File: config.mk
export PLATFORM = sky130hd
export DESIGN_NAME = trigger_seq_gen
export DESIGN_NICKNAME = d
export VERILOG_FILES = /design/src/rtl/trigger_seq_gen.sv
export SDC_FILE = /design/constraint.sdc
export NUM_CORES = 1
export LEC_CHECK = 0
export BUFFER_PORTS_ARGS = -buffer_cell sky130_fd_sc_hd__buf_4
export CORE_ASPECT_RATIO = 2
export CORE_MARGIN = 1
export CORE_UTILIZATION = 63
export CTS_CLUSTER_DIAMETER = 120
export DETAILED_ROUTE_END_ITERATION = 7
export PLACE_DENSITY = 0.88
export SLEW_MARGIN = 20
export SYNTH_ARGS = -nofsm -noshare
export SYNTH_HDL_FRONTEND = slang
export SYNTH_SLANG_ARGS = --single-unit
File: constraint.sdc
create_clock -name rxclk -period 16.7 [get_ports rxclk]
set_input_delay 5.01 -clock rxclk [delete_from_list [all_inputs] [get_ports rxclk]]
set_output_delay 5.01 -clock rxclk [all_outputs]
set_load 0.05 [all_outputs]
File: src/rtl/trigger_seq_gen.sv
// trigger_seq_gen
//   N-stage pulse-sequence trigger for the ADC capture path. Each ADC word
//   holds two samples; they are summed per channel and the sum is compared
//   against a +/- window for the stage being watched. Stages are armed in
//   order, with a dead time after each detect. The stage0->stage1 time of
//   flight is measured in cycles. A Q16.16 delay is built from it, and a
//   one-cycle trigger fires once that delay has run out after the last stage.
//
// Ports
//   rxclk, rxrst_n   ADC clock, async active-low reset
//   adc_data         32 bits per channel, low half = first sample
//   adc_enable       per-channel sum register update enable
//   trig_enable      0 holds the sequencer in IDLE and clears outputs
//   auto_rearm       1: return to IDLE after FIRE, 0: park in DONE
//   stage_sel        channel watched by each stage (>= N_CH: never hits)
//   trig_level       per stage {upper P, lower M}, signed 16-bit each
//   idle_time        cycles from enable/rearm to arming stage 0
//   hold_time        dead-time cycles after each detect
//   wait_timeout     max armed cycles per stage after stage 0, 0 = none
//   param_mul        signed Q16.16 added per TOF cycle
//   param_off        signed Q16.16 added once at the stage-1 detect
//   pulse_tof        stage0->stage1 cycles of the last completed measurement
//   detect_pls       bit s = stage s detected, top bit = trigger fired
//   trig_out         one-cycle trigger pulse
//   timeout_flag     sticky stage-timeout flag
//   state_o          FSM state for debug
module trigger_seq_gen #(
    parameter int ADC_DATA_WIDTH = 16,
    parameter int N_CH           = 4,
    parameter int N_STAGES       = 3,
    parameter int CH_W           = 2
) (
    input  logic                       rxclk,
    input  logic                       rxrst_n,
    input  logic [32*N_CH-1:0]         adc_data,
    input  logic [N_CH-1:0]            adc_enable,
    input  logic                       trig_enable,
    input  logic                       auto_rearm,
    input  logic [CH_W*N_STAGES-1:0]   stage_sel,
    input  logic [32*N_STAGES-1:0]     trig_level,
    input  logic [31:0]                idle_time,
    input  logic [31:0]                hold_time,
    input  logic [31:0]                wait_timeout,
    input  logic [31:0]                param_mul,
    input  logic [31:0]                param_off,
    output logic [31:0]                pulse_tof,
    output logic [N_STAGES:0]          detect_pls,
    output logic                       trig_out,
    output logic                       timeout_flag,
    output logic [2:0]                 state_o
);

    localparam int SUM_W = ADC_DATA_WIDTH + 1;
    localparam int STG_W = $clog2(N_STAGES);

    typedef enum logic [2:0] {
        IDLE  = 3'd0,
        ARMED = 3'd1,
        HOLD  = 3'd2,
        DELAY = 3'd3,
        FIRE  = 3'd4,
        DONE  = 3'd5
    } state_t;

    // Signed add that clamps to 0x7FFF_FFFF / 0x8000_0000 instead of wrapping.
    function automatic logic [31:0] sat_add(input logic [31:0] a, input logic [31:0] b);
        logic [32:0] s;
        s = {a[31], a} + {b[31], b};
        if (s[32] != s[31]) begin
            sat_add = s[32] ? 32'h8000_0000 : 32'h7FFF_FFFF;
        end else begin
            sat_add = s[31:0];
        end
    endfunction

    // ---------------- per-channel pair sums ----------------
    logic [SUM_W-1:0] sum_d [N_CH];
    logic [SUM_W-1:0] sum_q [N_CH];

    for (genvar k = 0; k < N_CH; k++) begin : g_sum
        logic [ADC_DATA_WIDTH-1:0] lo;
        logic [ADC_DATA_WIDTH-1:0] hi;
        assign lo       = adc_data[32*k +: ADC_DATA_WIDTH];
        assign hi       = adc_data[32*k+16 +: ADC_DATA_WIDTH];
        assign sum_d[k] = {lo[ADC_DATA_WIDTH-1], lo} + {hi[ADC_DATA_WIDTH-1], hi};
    end

    always_ff @(posedge rxclk or negedge rxrst_n) begin
        if (!rxrst_n) begin
            for (int k = 0; k < N_CH; k++) sum_q[k] <= '0;
        end else begin
            for (int k = 0; k < N_CH; k++) begin
                if (adc_enable[k]) sum_q[k] <= sum_d[k];
            end
        end
    end

    // ---------------- per-stage window compare ----------------
    // Levels are doubled ({lvl,1'b0}) so they sit on the same scale as a
    // two-sample sum. Everything is widened to 33 bits signed before compare.
    logic [N_STAGES-1:0] stage_hit;

    for (genvar s = 0; s < N_STAGES; s++) begin : g_stage
        logic [CH_W-1:0]    sel;
        logic [SUM_W-1:0]   sum_sel;
        logic               sel_ok;
        logic signed [32:0] sum_x;
        logic signed [32:0] thr_p;
        logic signed [32:0] thr_m;

        assign sel = stage_sel[s*CH_W +: CH_W];

        always_comb begin
            sum_sel = '0;
            sel_ok  = 1'b0;
            for (int k = 0; k < N_CH; k++) begin
                if (sel == CH_W'(k)) begin
                    sum_sel = sum_q[k];
                    sel_ok  = 1'b1;
                end
            end
        end

        assign sum_x = {{(33-SUM_W){sum_sel[SUM_W-1]}}, sum_sel};
        assign thr_p = {{16{trig_level[32*s+31]}}, trig_level[32*s+16 +: 16], 1'b0};
        assign thr_m = {{16{trig_level[32*s+15]}}, trig_level[32*s +: 16], 1'b0};
        assign stage_hit[s] = sel_ok && ((sum_x > thr_p) || (sum_x < thr_m));
    end

    // ---------------- sequencer ----------------
    state_t             state_q;
    logic [STG_W-1:0]   stg_q;
    logic [31:0]        cnt_q;
    logic [31:0]        armed_cnt_q;
    logic [31:0]        tof_cnt_q;
    logic               tof_run_q;
    logic [31:0]        delay_q;
    logic [31:0]        ctr_q;
    logic [31:0]        pulse_tof_q;
    logic [N_STAGES:0]  detect_q;
    logic               trig_q;
    logic               timeout_q;

    logic               hit_d;
    logic [N_STAGES:0]  stg_onehot_d;
    logic [31:0]        tof_inc_d;
    logic [31:0]        delay_tof_d;
    logic [31:0]        armed_inc_d;

    assign hit_d        = stage_hit[stg_q];
    assign stg_onehot_d = (N_STAGES+1)'(1) << stg_q;
    assign tof_inc_d    = (tof_cnt_q == 32'hFFFF_FFFF) ? tof_cnt_q : tof_cnt_q + 32'd1;
    assign delay_tof_d  = sat_add(delay_q, param_mul);
    assign armed_inc_d  = (armed_cnt_q == 32'hFFFF_FFFF) ? armed_cnt_q : armed_cnt_q + 32'd1;

    always_ff @(posedge rxclk or negedge rxrst_n) begin
        if (!rxrst_n) begin
            state_q     <= IDLE;
            stg_q       <= '0;
            cnt_q       <= '0;
            armed_cnt_q <= '0;
            tof_cnt_q   <= '0;
            tof_run_q   <= 1'b0;
            delay_q     <= '0;
            ctr_q       <= '0;
            pulse_tof_q <= '0;
            detect_q    <= '0;
            trig_q      <= 1'b0;
            timeout_q   <= 1'b0;
        end else if (!trig_enable) begin
            // Disable overrides every other event; pulse_tof survives.
            state_q     <= IDLE;
            stg_q       <= '0;
            cnt_q       <= idle_time;
            armed_cnt_q <= '0;
            tof_run_q   <= 1'b0;
            detect_q    <= '0;
            trig_q      <= 1'b0;
            timeout_q   <= 1'b0;
        end else begin
            trig_q <= 1'b0;

            // TOF runs through HOLD and ARMED between stage-0 and stage-1
            // detects, including the stage-1 detect cycle itself.
            if (tof_run_q) begin
                tof_cnt_q <= tof_inc_d;
                delay_q   <= delay_tof_d;
            end

            case (state_q)
                IDLE: begin
                    detect_q <= '0;
                    if (cnt_q == 32'd0) begin
                        state_q     <= ARMED;
                        stg_q       <= '0;
                        armed_cnt_q <= '0;
                    end else begin
                        cnt_q <= cnt_q - 32'd1;
                    end
                end

                ARMED: begin
                    if (hit_d) begin
                        detect_q <= detect_q | stg_onehot_d;
                        cnt_q    <= hold_time;
                        if (stg_q == '0) begin
                            tof_cnt_q <= '0;
                            delay_q   <= '0;
                            tof_run_q <= 1'b1;
                        end
                        if (stg_q == STG_W'(1)) begin
                            pulse_tof_q <= tof_inc_d;
                            delay_q     <= sat_add(delay_tof_d, param_off);
                            tof_run_q   <= 1'b0;
                        end
                        if (stg_q == STG_W'(N_STAGES-1)) begin
                            state_q <= DELAY;
                            ctr_q   <= '0;
                        end else begin
                            state_q <= HOLD;
                        end
                    end else if ((stg_q != '0) && (wait_timeout != 32'd0) &&
                                 (armed_inc_d >= wait_timeout)) begin
                        // armed_inc_d counts this cycle as an armed cycle.
                        timeout_q <= 1'b1;
                        state_q   <= IDLE;
                        cnt_q     <= idle_time;
                        stg_q     <= '0;
                        detect_q  <= '0;
                        tof_run_q <= 1'b0;
                    end else begin
                        armed_cnt_q <= armed_inc_d;
                    end
                end

                HOLD: begin
                    if (cnt_q == 32'd0) begin
                        state_q     <= ARMED;
                        stg_q       <= stg_q + STG_W'(1);
                        armed_cnt_q <= '0;
                    end else begin
                        cnt_q <= cnt_q - 32'd1;
                    end
                end

                DELAY: begin
                    if ($signed(ctr_q) >= $signed(delay_q)) begin
                        state_q            <= FIRE;
                        trig_q             <= 1'b1;
                        detect_q[N_STAGES] <= 1'b1;
                    end else begin
                        ctr_q <= sat_add(ctr_q, 32'h0001_0000);
                    end
                end

                FIRE: begin
                    if (auto_rearm) begin
                        state_q  <= IDLE;
                        cnt_q    <= idle_time;
                        stg_q    <= '0;
                        detect_q <= '0;
                    end else begin
                        state_q <= DONE;
                    end
                end

                DONE: begin
                    state_q <= DONE;
                end

                default: begin
                    state_q <= IDLE;
                    cnt_q   <= idle_time;
                end
            endcase
        end
    end

    assign pulse_tof    = pulse_tof_q;
    assign detect_pls   = detect_q;
    assign trig_out     = trig_q;
    assign timeout_flag = timeout_q;
    assign state_o      = state_q;

endmodule

======== After elaboration in Yosys (flattened, before gate mapping) ========
Index checks and enable logic that the tools add are counted.
cells by class
  $add $sub $neg .......................... 11
  $mul .................................... 0
  div/mod/pow operators ................... 0
  $lt $le $gt $ge ......................... 9
  eq/ne operators ......................... 44
  shift operators ......................... 1
  multiplexer cells ....................... 93
  bitwise gates (word level) .............. 1
  reduce and logical (&&, ||, !) cells .... 29
operators with widths
  kind                                                                  number
  32-bit 2-to-1 mux                                                     29
  17-bit 2-to-1 mux                                                     12
  32-bit case mux with 2 select lines                                   2
  32-bit case mux with 4 select lines                                   1
  16-bit by 16-bit adder with 17-bit output                             4
  32-bit by 32-bit adder with 33-bit output                             2
  32-bit by 1-bit adder with 32-bit output, second input constant       2
  32-bit == test, second input constant                                 2
  32-bit >= comparator                                                  2
  17-bit greater-than comparator                                        3
  17-bit < comparator                                                   3
  32-bit by 18-bit adder with 33-bit output, second input constant      1
  32-bit logical NOT                                                    1
  32-bit nonzero test                                                   1
  32-bit by 1-bit subtractor with 32-bit output, second input constant  1
  1-bit 2-to-1 mux                                                      28
  3-bit != test, second input constant                                  8
  3-bit 2-to-1 mux                                                      6
  4-bit 2-to-1 mux                                                      4
  4-bit AND reduction                                                   4
  3-bit case mux with 5 select lines                                    1
  2-bit == test, second input constant                                  7
  2-bit 2-to-1 mux                                                      6
  3-bit AND reduction                                                   4
  29 further kinds                                                      54
word-level totals
  flip-flop bits (word level) ............. 272
  bits in latches ......................... 0
  RAM bits ................................ 0
  memory bits (read-only) ................. 0
  output and inout bits ................... 41
  logic and storage cells ................. 205
  memories kept ........................... 0

======== Longest topological paths before layout ========
Gate-level depths: netlist of run 1.
  depth after elaboration ................. 13
  mapped depth ............................ 25
  gate-level depth less buffers ........... 22

======== Least setup slack after synthesis of run 1 ========
OpenSTA, ideal clock, no wires.
  path type ............................... input-to-reg
  start ................................... input port param_mul[1]
  end ..................................... register delay_q[16]
  library setup time ...................... 0.087 ns
  arrival time ............................ 10.075 ns
  data required time ...................... 16.613 ns
  setup slack ............................. 6.538 ns
  cell stages on the path ................. 23
  path buffers ............................ 3
  cells stage by stage .................... ha_1 a211oi_1 o211ai_1 a221oi_1 a211o_1 a21oi_1 o21ai_1 mux2_2 clkbuf_1 a21oi_1 ha_1 o21ai_0 o21a_1 o21ai_0 o211ai_1 a21oi_1 nor4b_1 a211oi_1 a211oi_2 buf_4 buf_4 nand2_1 o211ai_1
on the way
  cells in the longest elaborated chain, start to end .. 9
ends and longest elaborated chain
  element                                             line    text
  start: declaration                                  44      input logic [31:0] param_mul,
  32-bit by 32-bit adder with 33-bit output (*)       68      s = {a[31], a} + {b[31], b};
  32-bit 2-to-1 mux or 1-bit != test (tied branches)  70, 69
  32-bit 2-to-1 mux (*)                               69      if (s[32] != s[31]) begin
  32-bit by 32-bit adder with 33-bit output           68
  32-bit 2-to-1 mux or 1-bit != test (tied branches)  70, 69
  32-bit 2-to-1 mux                                   69
  32-bit 2-to-1 mux                                   211     if (stg_q == STG_W'(1)) begin
  32-bit 2-to-1 mux                                   203     if (hit_d) begin
  32-bit 2-to-1 mux (*)                               190     case (state_q)
  end signal: assignment                              187     delay_q <= delay_tof_d;
  end signal: assignment                              213     delay_q <= sat_add(delay_tof_d, param_off);
  end: declaration                                    137     logic [31:0] delay_q;
Mark *: on every way between the ends. The rest lies on a longest branch, timed or not.
A chain may end at the register's enable or synchronous reset.

======== Final worst setup path of run 1 ========
  start ................................... input port param_mul[1]
  end ..................................... register delay_q[5]
The elaborated chain is that of the path after synthesis.

==> impl_metrics.tcl, run 1 <==
set metrics [dict create \
    period_needed_ns 11.75 \
    clk_path_buf_depth 3 \
    placementRows 102 \
    grt_remaining_overflow 0 \
    finClkSkew_ns 0.0281 \
    clkPwrFrac_pct 19.7 \
    numPortBuffers 438 \
    grt_pass1_wl_mm 135 \
    fmax_ghz 0.0851 \
    wire_per_inst_um 23.0 \
    final_common_cell "buf_4" \
    cts-root-buf "clkbuf_16" \
    worstMarginPinSlew_ns 1.33 \
    ys_warn_count 0 \
    drt_iter0_markers 1665 \
    internal_power_mw 1.86 \
    drv_slew 0 \
    crit_path_max_incr_delay_ns 0.70 \
    hold_path.class "flip-flop to flip-flop" \
    finalCritPeriodShare_pct 70.3 \
    insertion_delay_ns 0.59 \
    r2r-start "delay_q[1]" \
    route.detailed.drc 0 \
    fin_tns_setup_ns 0 \
    core_um2 38700 \
    layout_common_cells "buf_4, ha_1, nand2_1, dfrtp_1, inv_1" \
    numClockSinks 257 \
    initial_core_util_pct 64.0 \
    final_antenna_net_count 0 \
    switchingPower_mw 1.43 \
    status "complete, no violations" \
    regToRegEndpoint "delay_q[5]" \
    synth_edf_count 0 \
    final_hold_viol_count 0 \
    worstHoldPathCells 2 \
    io_pins 439 \
    place_ws_ns 4.52 \
    gp_congestion 1.04 \
    ys_ff_latch 257 \
    cap_violations 0 \
    grt_setup_unrepaired "no" \
    holdWs_ns 0.486 \
    relSlewSlack_pct 10.8 \
    worstPathArrival_ns 12.25 \
    slowest_stage "nor4b_1" \
    synth_ff_type "dfrtp_1" \
    ir_drop_v 0.000141 \
    synthesis.nets 3572 \
    syn_area_um2 24700 \
    layout-area-overhead-vs-synth_pct 18.8 \
    die-height_um 282 \
    cts_tree "built" \
    power_density_nw_per_um2 112 \
    finalNetCount 3957 \
    vias_per_cell 6.60 \
    dp_hpwl_mm 69.5 \
    clkSlewWorstSetupHoldPaths_ns 0.07 \
    dp_cells 3750 \
    track_usage_pct 43.7 \
    reg2reg_depth 21 \
    post_cts_buffers 0 \
    die_w_um 142 \
    ys_seq_area_share_pct 26.0 \
    power_frac_seq_pct 24.5 \
    finalWorstSetupSlack_ns 4.95 \
    p_leak_nw 13.8 \
    grt_start_max_net_pins 136 \
    startpoint_type "input pin" \
    cts_buffers 27 \
    worstHoldStart "pulse_tof[23]" \
    crit_family "compound AO/OA/AOI/OAI gates" \
    end_kind "flip-flop" \
    required_ns 17.20 \
    firstDrtPassIters 6 \
    r2r_setup_slack_ns 9.03 \
    crit_top_cell "o211ai_1" \
    ctsHoldBuffers 0 \
    syn_avg_cell_area_um2 8.60 \
    worstSetupPathType "input pin to flip-flop" \
    synth_cells 2875 \
    die-area_um2 40100 \
    grt_pass1_vias 25800 \
    synth_cell_types 88 \
    holdPathEnd "pulse_tof[23]" \
    ys_async_sr_fraction_pct 100 \
    worstPathCellList "buf_4 > ha_1 > a211oi_1 > o211ai_1 > a221oi_1 > a211o_1 > a21oi_1 > o21ai_1 > mux2_2 > a21oi_1 > ha_1 > o21ai_0 > o21a_1 > o21ai_0 > o211ai_1 > a21oi_1 > nor4b_1 > a211oi_1 > a211oi_2 > buf_4 > o211ai_1 > o211ai_1" \
    combPwrFrac_pct 55.8 \
    drive_above_1_share_pct 19.8 \
    crit_fanout 30 \
    finalSetupViolations 0 \
    p_sw_share_pct 43.6 \
    htree_levels 1 \
    critPathBufInv 2 \
    finalNonFillerCells 3802 \
    routed_wl_mm 87.6 \
    vias 25100 \
    antenna_found_initial 6 \
    cts_resized 0 \
    crit_cells 22 \
]
-- per-stage QoR --
stage | total power [mW] | util, % | area, um2
3_3_place_gp | 2.54 | 73.4 | 28400
6_report | 3.29 | 76.0 | 29400
4_1_cts | 3.25 | 75.9 | 29300
2_1_floorplan | 2.07 | - | 24700
3_5_place_dp | 2.60 | 73.4 | 28400
5_1_grt | 3.49 | 76.0 | 29400
-- metal layers --
layer  up-vias  global-route usage, %  part of all wire [%]
met3       439                   8.79                   7.3
met2      1311                   77.6                    50
met1     11900                   43.0                    33
met4        10                   37.1                   9.7
li1      11400                      -                     -
met5         -                      0                 0.080
-- power groups by stage --
stage	Sequential [mW]	Clock (mW)	Combinational [mW]
2_1_floorplan	0.761	0	1.31
3_3_place_gp	0.803	0	1.73
3_5_place_dp	0.812	0	1.79
4_1_cts	0.802	0.649	1.80
5_1_grt	0.813	0.670	2.01
6_report	0.808	0.647	1.84
-- registers in the layout, indices dropped and copies added (netlist names) --
signal        count
armed_cnt_q      32
cnt_q            32
ctr_q            17
delay_q          32
detect_pls        4
pulse_tof        32
state_o           3
stg_q             2
sum_q            68
timeout_flag      1
tof_cnt_q        32
tof_run_q         1
trig_out          1
-- cell type report --
cell class	count	area, um2
Multi-Input combinational cell	2276	17000
Fill cell	2889	9290
Sequential cell	257	6430
Timing Repair Buffer	457	3460
Inverter	241	905
Clock buffer	36	759
Tap cell	520	651
Clock inverter	14	176
Antenna cell	1	2.50
-- worst reg2reg max path: cells and delay by family (launching register included) --
kind | cells | cell delay [ns]
AND/OR/NAND/NOR | 1 | 0.70
multiplexers | 1 | 0.62
flip-flops | 1 | 0.45
buffers and inverters | 1 | 0.37
adder cells (fa/ha/maj) | 2 | 0.67
AO/OA/AOI/OAI | 16 | 4.77
-- cells by family after synthesis --
group                    count (synthesis)  synth area share, %
AND/OR/NAND/NOR                        871                 17.4
AO/OA/AOI/OAI                          807                 21.7
adder cells (fa/ha/maj)                299                 15.3
XOR/XNOR                               174                 6.16
multiplexers                           125                 7.94
buffers and inverters                  342                 5.48
flip-flops                             257                 26.0
-- worst max path at each step --
stage | to | slack [ns] | from
detailed placement | delay_q[5] | 4.52 | param_mul[1]
CTS | delay_q[5] | 5.11 | param_mul[1]
global route | delay_q[3] | 4.59 | param_mul[1]
finish | delay_q[5] | 4.95 | param_mul[1]
floorplan | delay_q[16] | 6.54 | param_mul[1]
global placement | delay_q[3] | 4.86 | param_mul[1]
-- cells in the mapped netlist, types with 29 or more instances --
| cell | count | area [um2] |
|---|---|---|
| nor2_1 | 167 | 627 |
| nor3_1 | 55 | 275 |
| ha_1 | 293 | 3670 |
| a21oi_1 | 144 | 721 |
| nand2_1 | 270 | 1010 |
| nand4_1 | 59 | 369 |
| o211ai_1 | 46 | 345 |
| o21ai_0 | 213 | 1070 |
| inv_1 | 238 | 893 |
| o21ai_1 | 34 | 170 |
| o21a_1 | 29 | 218 |
| mux4_2 | 51 | 1150 |
| nand3_1 | 90 | 450 |
| mux2_2 | 60 | 676 |
| a21o_1 | 64 | 480 |
| a211oi_1 | 36 | 270 |
| dfrtp_1 | 257 | 6430 |
| xnor2_1 | 108 | 946 |
| xor2_1 | 66 | 578 |
| a222oi_1 | 30 | 300 |
| and3_1 | 40 | 250 |
| clkbuf_1 | 67 | 251 |
Power figures use the tool's default switching activity.
==> run 2: changes to the inputs <==
--- a/config.mk
+++ b/config.mk
@@ -8,10 +8,10 @@
 export BUFFER_PORTS_ARGS = -buffer_cell sky130_fd_sc_hd__buf_4
 export CORE_ASPECT_RATIO = 2
 export CORE_MARGIN = 1
-export CORE_UTILIZATION = 63
+export CORE_UTILIZATION = 53
 export CTS_CLUSTER_DIAMETER = 120
 export DETAILED_ROUTE_END_ITERATION = 7
-export PLACE_DENSITY = 0.88
+export PLACE_DENSITY = 0.79
 export SLEW_MARGIN = 20
 export SYNTH_ARGS = -nofsm -noshare
 export SYNTH_HDL_FRONTEND = slang
==> constraint.sdc (replaced) <==
create_clock -name rxclk -period 9.9 [get_ports rxclk]
set_input_delay 2.97 -clock rxclk [delete_from_list [all_inputs] [get_ports rxclk]]
set_output_delay 2.97 -clock rxclk [all_outputs]
set_load 0.05 [all_outputs]
==> impl_metrics.tcl, run 2 (synthesis results as in run 1) <==
set metrics [dict create \
    status "complete, no violations" \
    fin_tns_setup_ns 0 \
    grt_start_max_net_pins 74 \
    finalCritPeriodShare_pct 88.1 \
    p_sw_share_pct 43.4 \
    worstPathCellList "buf_4 > ha_1 > o211ai_1 > o211ai_1 > a221oi_1 > buf_4 > a211o_1 > a21oi_1 > o21ai_1 > mux2_2 > o21ai_0 > ha_1 > o21ai_0 > o21a_1 > o21ai_0 > buf_4 > a21oi_1 > o31a_1 > o41ai_1 > o41ai_1 > xnor2_1 > nand2_1 > o211ai_1" \
    drv_slew 0 \
    internal_power_mw 3.18 \
    drt_iter0_markers 1850 \
    initial_core_util_pct 53.8 \
    die-area_um2 47600 \
    largest_reg_flops 68 \
    post_cts_buffers 0 \
    cts_buffers 27 \
    die-height_um 308 \
    dpl_cell_area_um2 28600 \
    p_leak_nw 13.8 \
    period_needed_ns 8.73 \
    core_um2 46000 \
    critPathBufInv 3 \
    crit_fanout 30 \
    ir_drop_v 0.000184 \
    cap_violations 0 \
    power_frac_seq_pct 24.4 \
    startpoint_type "input pin" \
    grt_pass1_vias 25000 \
    wire_per_inst_um 22.9 \
    vias 24600 \
    register_area_um2 6430 \
    finClkSkew_ns 0.00945 \
    relSlewSlack_pct 31.3 \
    placementRows 111 \
    dp_cells 3857 \
    final_hold_viol_count 0 \
    grt_remaining_overflow 0 \
    antenna_found_initial 6 \
    layout_common_cells "buf_4, ha_1, nand2_1, dfrtp_1, inv_1" \
    io_pins 439 \
    clk_path_buf_depth 3 \
    finalSetupViolations 0 \
    finalNetCount 3963 \
    cts_resized 0 \
    track_usage_pct 37.2 \
    regMostFlops "sum_q" \
    routed_wl_mm 89.3 \
    htree_levels 1 \
    numPortBuffers 438 \
    holdWs_ns 0.481 \
    fin_util_pct 64.3 \
    numClockSinks 257 \
    grt_pass1_wl_mm 136 \
    drive_above_1_share_pct 19.9 \
    fmax_ghz 0.115 \
    end_kind "flip-flop" \
    crit_path_max_incr_delay_ns 0.65 \
    layout-area-overhead-vs-synth_pct 19.5 \
    n_fill_cell 3905 \
    required_ns 10.36 \
    finalNonFillerCells 3907 \
    slowest_stage "mux2_2" \
    crit_family "compound AO/OA/AOI/OAI gates" \
    ctsHoldBuffers 0 \
    vias_per_cell 6.29 \
    place_ws_ns 0.799 \
    hold_path.class "flip-flop to flip-flop" \
    final_common_cell "buf_4" \
    die_w_um 155 \
    power_density_nw_per_um2 190 \
    combPwrFrac_pct 55.7 \
    firstDrtPassIters 6 \
    worstPathArrival_ns 9.18 \
    cts-root-buf "clkbuf_16" \
    switchingPower_mw 2.44 \
    worstMarginPinSlew_ns 1.03 \
    gp_congestion 1.01 \
    grt_setup_unrepaired "no" \
    multi_input_comb_area_um2 17000 \
    finalWorstSetupSlack_ns 1.17 \
    worstSetupPathType "input pin to flip-flop" \
    dp_hpwl_mm 72.4 \
    clkPwrFrac_pct 19.9 \
    postLayoutCellArea_um2 29600 \
    insertion_delay_ns 0.58 \
    cts_tree "built" \
    route.detailed.drc 0 \
    clkSlewWorstSetupHoldPaths_ns 0.07 \
    finalPower_mw 5.63 \
    final_antenna_net_count 0 \
]
==> run 2: cell types whose count changed in the layout (fill, tap and decap cells not counted), sizes merged <==
cell,delta
buf,+6
bufinv,+2
clkbuf,-1
clkinvlp,-2
diode,+1
clkinv,-2
==> run 2: final timing paths <==
path                                start              to  slack [ns]  cells after the start
max                          param_mul[2]     delay_q[21]        1.17                     23
min                         pulse_tof[26]   pulse_tof[26]        0.48                      2
max reg2reg                armed_cnt_q[6]       cnt_q[26]        2.55                     17
min reg2reg                 pulse_tof[26]   pulse_tof[26]        0.48                      2
max in group asynchronous         rxrst_n   pulse_tof[10]        6.04                      2
min in group asynchronous         rxrst_n  armed_cnt_q[8]        2.34                      1
==> run 2: worst min-delay path, stage by stage, from the launching register on <==
cell and delay [ns]:
dfrtp_1 0.34, nand2_1 0.05, o21ai_0 0.06
==> run 2: area by class of cell <==
| cell class | instances | area share, % |
|---|---|---|
| Antenna cell | 2 | 0.0169 |
| Clock buffer | 35 | 2.49 |
| Clock inverter | 12 | 0.703 |
| Inverter | 241 | 3.06 |
| Multi-Input combinational cell | 2276 | 57.5 |
| Sequential cell | 257 | 21.8 |
| Tap cell | 621 | 2.63 |
| Timing Repair Buffer | 463 | 11.8 |
==> run 2: routing by layer <==
layer	wire, um	vias up	GRT usage, %
met3	5800	364	6.21
met2	45600	1072	67.9
met1	29800	11700	36.7
li1	-	11400	-
met5	49	-	0
met4	8060	8	29.9
==> run 2: power by group through the flow <==
stage / Clock [mW] / Combinational (mW) / Sequential [mW]
6_report: 1.12 / 3.13 / 1.37
5_1_grt: 1.17 / 3.42 / 1.38
4_1_cts: 1.14 / 3.09 / 1.36
3_5_place_dp: 0 / 3.07 / 1.38
3_3_place_gp: 0 / 3.01 / 1.37
2_1_floorplan: 0 / 2.21 / 1.28
